## config.mk

```make
export PLATFORM = sky130hd
export DESIGN_NAME = sobol_bsg
export DESIGN_NICKNAME = d
export VERILOG_FILES = /design/src/rtl/sobol_bsg.sv
export SDC_FILE = /design/constraint.sdc
export NUM_CORES = 1
export LEC_CHECK = 0
export BUFFER_PORTS_ARGS = -buffer_cell sky130_fd_sc_hd__buf_2
export CORE_ASPECT_RATIO = 0.75
export CORE_MARGIN = 1.5
export CORE_UTILIZATION = 36
export DETAILED_ROUTE_END_ITERATION = 7
export GPL_TIMING_DRIVEN = 0
export PLACE_DENSITY = 0.58
export SYNTH_ARGS = -nofsm -noshare
export SYNTH_HDL_FRONTEND = slang
export SYNTH_SLANG_ARGS = --single-unit
export TNS_END_PERCENT = 1
```

## constraint.sdc

```tcl
create_clock -name iClk -period 1.9 [get_ports iClk]
set_clock_uncertainty 0.1 [all_clocks]
set_input_delay 0.57 -clock iClk [delete_from_list [all_inputs] [get_ports iClk]]
set_output_delay 0.57 -clock iClk [all_outputs]
set_load 0.02 [all_outputs]
```

## src/rtl/sobol_bsg.sv

```systemverilog
// Sobol-driven bitstream generator: latches a source value and compares it against
// successive RNG words to emit a 2^BITWIDTH-beat unary stream. Optional BSG_ONES_CNT_EN adds oOnes/oDone.
module sobol_bsg #(
    parameter int BITWIDTH = 8
) (
    input  logic                iClk,
    input  logic                iRst,
    input  logic                iSrcValid,
    input  logic [BITWIDTH-1:0] iSrc,
    output logic                oSrcReady,
    input  logic [BITWIDTH-1:0] iRng,
    output logic                oRngEn,
    output logic                oBit,
    output logic                oBitValid,
    input  logic                iBitReady,
    output logic                oLast
`ifdef BSG_ONES_CNT_EN
    ,
    output logic [BITWIDTH:0]   oOnes,
    output logic                oDone
`endif
);

    typedef enum logic {IDLE, RUN} state_t;

    localparam logic [BITWIDTH-1:0] ONE = 1;

    state_t              r_state, w_next;
    logic [BITWIDTH-1:0] r_src, r_beatCnt;
    logic                w_run, w_accept, w_bit, w_last, w_load;

    always_ff @(posedge iClk) begin
        if (iRst) r_state <= IDLE;
        else      r_state <= w_next;
    end

    // Outputs are gated by iRst so the reset cycle itself shows idle values.
    always_comb begin
        w_next    = r_state;
        w_run     = !iRst && (r_state == RUN);
        oSrcReady = !iRst && (r_state == IDLE);
        w_load    = oSrcReady && iSrcValid;
        w_bit     = w_run && (r_src > iRng);
        w_last    = w_run && (r_beatCnt == '1);
        w_accept  = w_run && iBitReady;
        oBitValid = w_run;
        oBit      = w_bit;
        oLast     = w_last;
        oRngEn    = w_accept;
        case (r_state)
            IDLE: if (iSrcValid)           w_next = RUN;
            RUN:  if (w_accept && w_last)  w_next = IDLE;
            default:                       w_next = IDLE;
        endcase
    end

    always_ff @(posedge iClk) begin
        if (iRst) begin
            r_src     <= '0;
            r_beatCnt <= '0;
        end else if (w_load) begin
            r_src     <= iSrc;
            r_beatCnt <= '0;
        end else if (w_accept) begin
            r_beatCnt <= r_beatCnt + ONE;
        end
    end

`ifdef BSG_ONES_CNT_EN
    logic [BITWIDTH:0] r_onesCnt, r_ones, w_onesNext;
    logic              r_done;

    assign w_onesNext = r_onesCnt + {{BITWIDTH{1'b0}}, w_bit};

    always_ff @(posedge iClk) begin
        if (iRst) begin
            r_onesCnt <= '0;
            r_ones    <= '0;
            r_done    <= 1'b0;
        end else begin
            r_done <= 1'b0;
            if (w_load) begin
                r_onesCnt <= '0;
            end else if (w_accept) begin
                r_onesCnt <= w_onesNext;
                if (w_last) begin
                    r_ones <= w_onesNext;
                    r_done <= 1'b1;
                end
            end
        end
    end

    assign oOnes = iRst ? '0 : r_ones;
    assign oDone = r_done && !iRst;
`endif

endmodule

```

# Word level (Yosys, flattened, before mapping)
# Index checks and enable logic that the tools add are counted.
[totals]
ff_bits = 17
latchBits = 0
mem_bits_rw = 0
mem_bits_ro = 0
in_bits = 20
memories = 0
[classes]
add_sub_neg = 1
mul = 0
div = 0
order_cmp = 1
n_eq_ne = 1
n_shift = 0
n_mux = 3
n_bitwise = 1
reduce_logical = 9
[ops]
columns = ["cell", "n"]
rows = [
  ["$add A8 B1 Y8 const B", 1],
  ["$eq A8 B8 Y1 const B", 1],
  ["$gt A8 B8 Y1", 1],
  ["$logic_and A1 B1 Y1", 7],
  ["$mux W1", 2],
  ["$pmux W1 S2", 1],
  ["$reduce_or A2 Y1", 1],
  ["$logic_not A1 Y1", 1],
  ["$not A1 Y1", 1],
]

# Depth between registers and ports, before layout
[logic_depth]
ltp_word = 6
ltp_mapped = 6
depth_no_buf = 6

# Least setup slack after synthesis
# No wires, ideal clock.
[synth_path]
path_kind = "input-to-output"
from = "input iRng[1]"
to = "output oBit"
arrival_ns = 1.455
path_slack_ns = -0.225
cell_stages = 6
path_cell_list = "inv_1 ha_1 nor2b_1 o211ai_1 a21oi_1 o21a_1"
[synth_via]
elab_chain_cells = 2
[synth_lines]
columns = ["element", "line", "text"]
rows = [
  ["from (decl)", "11", "input logic [BITWIDTH-1:0] iRng,"],
  ["$gt A8 B8 Y1", "43", "w_bit = w_run && (r_src > iRng);"],
  ["$logic_and A1 B1 Y1", "43", ""],
  ["to (decl)", "13", "output logic oBit,"],
]
# Every way passes these cells.

# Final worst setup path
# Same ends and word-level chain as after synthesis.

==> reports/results.ini <==
[setup_path]
cp_num_cells = 8
path_cells = buf_8 -> inv_8 -> ha_4 -> nor2b_1 -> o211ai_1 -> a21oi_1 -> o21a_2 -> buf_6
end_kind = output port
arrival_ps = 1570
r2r-end = r_beatCnt[0]
path_delay_family = compound AO/OA/AOI/OAI gates
cp_slowest_stage_delay_ps = 200
ff2ff_setup_slack_ps = 460
worst-path-buf-inv = 3
critPathKind = in2out
cp_max_fo = 2
startpoint_type = input port
worstReg2RegStart = r_state
required_ps = 1230
cp-endpoint = oBit
ff2ff_path_depth = 6
cp-startpoint = iRng[1]
cp_slowest_cell = o21a_2

[global_route]
grtUsageMet1_pct = 19.7
grt_pass1_vias = 679
met3_usage_pct = 6.46
antenna_found_initial = 0
use_met2_pct = 21.1
grt_pass1_wl_mm = 2.95
grt_start_max_net_pins = 11
top_usage_layer = met2
grt.total_usage_pct = 14.6
grt-ovfl-total = 0

[cts]
tritoncts = built
cts-root-buf = clkbuf_4
clock_sinks = 17
clkLatencyLatePin_ps = 290
hold_buffers = 0
clk_path_buf_depth = 2
numCtsBuffers = 3
clk_pin_slew_ps = 100
post_cts_buffers = 0
htreeDepth = 1

[logic_synthesis]
syn-num-nets = 143
syn_avg_cell_area_um2 = 7.94
ys_async_sr_fraction_pct = 0
synth_top_area_cell = dfxtp_1
synth.distinct_cells = 24
netlist_area_um2 = 905
yosysSeqAreaShare_pct = 37.6
synth_seq_cells = 17
synth_common_cells = dfxtp_1, nand2_1, nor2_1
synth_edf_count = 0
yosys_warnings = 0
yosysMostFrequentCell = dfxtp_1
synth_top_area_share_pct = 37.6
ys_top_cells_by_area = dfxtp_1, ha_1, nand2_1
yosys_most_used_dff = dfxtp_1
synth_cells = 114

[sta]
fmax_ghz = 0.446
slew_viol_final = 0
relSlewSlack_pct = 79.4
finalHoldViolCount = 0
rsz0062_at_grt = true
finalCriticalPeriod_ps = 2240
hold_slack_ps = 361
finalSetupViolCount = 3
finalWorstSetupSlack_ps = -344
finalCritPeriodShare_pct = 118
worst_pin_slew_ps = 308

[min_path]
hp-start = iSrc[2]
whs_path_depth = 3
min_path_type = in2reg

[detailed_routing]
postRouteAntennaNets = 0
wl_per_cell_um = 10.2
route.detailed.drc = 0
drtIter0Drc = 57
vias_per_cell = 4.61
routed_wirelength_mm = 1.80
first_pass_iters = 5
dr_total_vias = 811

[floorplanning]
die_area_mm2 = 0.00283
start_util_pct = 38.6
fp.coreArea_mm2 = 0.00235
fp.dieW_um = 60.9
ios = 25
die_h_um = 46.4
fp-row-count = 15

[final_layout]
drive_gt1_share_pct = 32.4
nets = 172
diodes = 0
layout-area-overhead-vs-synth_pct = 31.8
final_area_mm2 = 0.00119

[run_status]
outcome = finished with violations
violations = setup timing

[placed_design]
port_buffers = 24
place_area_mm2 = 0.00109
dp_slack_ps = -439
gp_congestion = 0.759
hpwl_mm = 1.40

[power]
leakage_uw = 0.000512
finalPower_uw = 715
ir_drop_mv = 0.345
power_density_mw_per_mm2 = 600

[job]
drv_cap = 0

## logic make-up (layout without fill, tap and decap cells)
| kind of cell | count (synthesis) | in the layout | synth area share, % |
|---|---|---|---|
| adders and majority gates | 9 | 9 | 12.4 |
| DFF | 17 | 17 | 37.6 |
| and+or+nand+nor | 50 | 50 | 26.3 |
| xor gates and xnor gates | 7 | 7 | 6.78 |
| AOI/OAI and AO/OA | 17 | 17 | 10.7 |
| buffers and inverters | 14 | 42 | 6.22 |
## state kept, by name (all words and copies together), names as in the netlist
name	count
r_beatCnt	8
r_state	1
r_src	8
## worst min path at each step
stage               endpoint
finish              r_src[2]
global route        r_src[4]
CTS                 r_src[2]
detailed placement  r_src[3]
global placement    r_src[2]
floorplan           r_src[0]
## layout make-up
| type | instances | area, um^2 |
|---|---|---|
| inverters | 10 | 45.0 |
| multi-input cells | 83 | 553 |
| flip-flops and latches | 17 | 344 |
| well taps | 34 | 42.5 |
| clock inverters | 1 | 5.00 |
| plain buffers | 4 | 28.8 |
| repair buffers | 24 | 151 |
| clock buffers | 3 | 22.5 |
| fillers | 243 | 1150 |
## power breakdown
part	leakage, uW	internal (uW)	switching [uW]
logic	0.000355	68.0	66.6
clock network	0.0000177	78.4	115
registers	0.000140	374	12.6
total	0.000512	520	195
## layer usage
layer  vias up  share of wire (%)
li1        430                  -
met1       358                 51
met2        21                 41
met3         2                6.7
met4         0               0.83
met5         -                  0
## metrics by stage
| stage | std cells | util, % | setup TNS, ps |
|---|---|---|---|
| final | 176 | 50.8 | -464 |
| after global routing | 176 | 50.8 | -668 |
| after CTS | 176 | 49.9 | -477 |
| after detailed placement | 172 | 46.6 | -1120 |
| after global placement | 172 | 46.6 | -1070 |
| after floorplan | 114 | - | -182 |
## worst reg2reg max path, stage by stage, from the launching register on
cell and delay, ps:
dfxtp_1 410, nor2_1 80, and2_1 150, buf_2 160, or2_1 200, buf_2 170, nor2_1 100
## placed cells by master, fill, tap and decap left out, drive strengths merged, types with 4 or more instances in the layout
master,synthesis,routed
dfxtp,17,17
nand2,14,14
nor2,13,13
nand2b,8,8
xnor2,6,6
a21oi,6,6
buf,3,27
nor3,4,4
ha,9,9
o21ai,8,8
inv,10,10
clkbuf,1,4
## what timing repair did
item,4_1_cts,5_1_grt
gates resized for setup,16,5
pin swaps,3,3
endpoints found under the setup margin,4,3
Note: power is estimated with default switching activity, not from simulation.
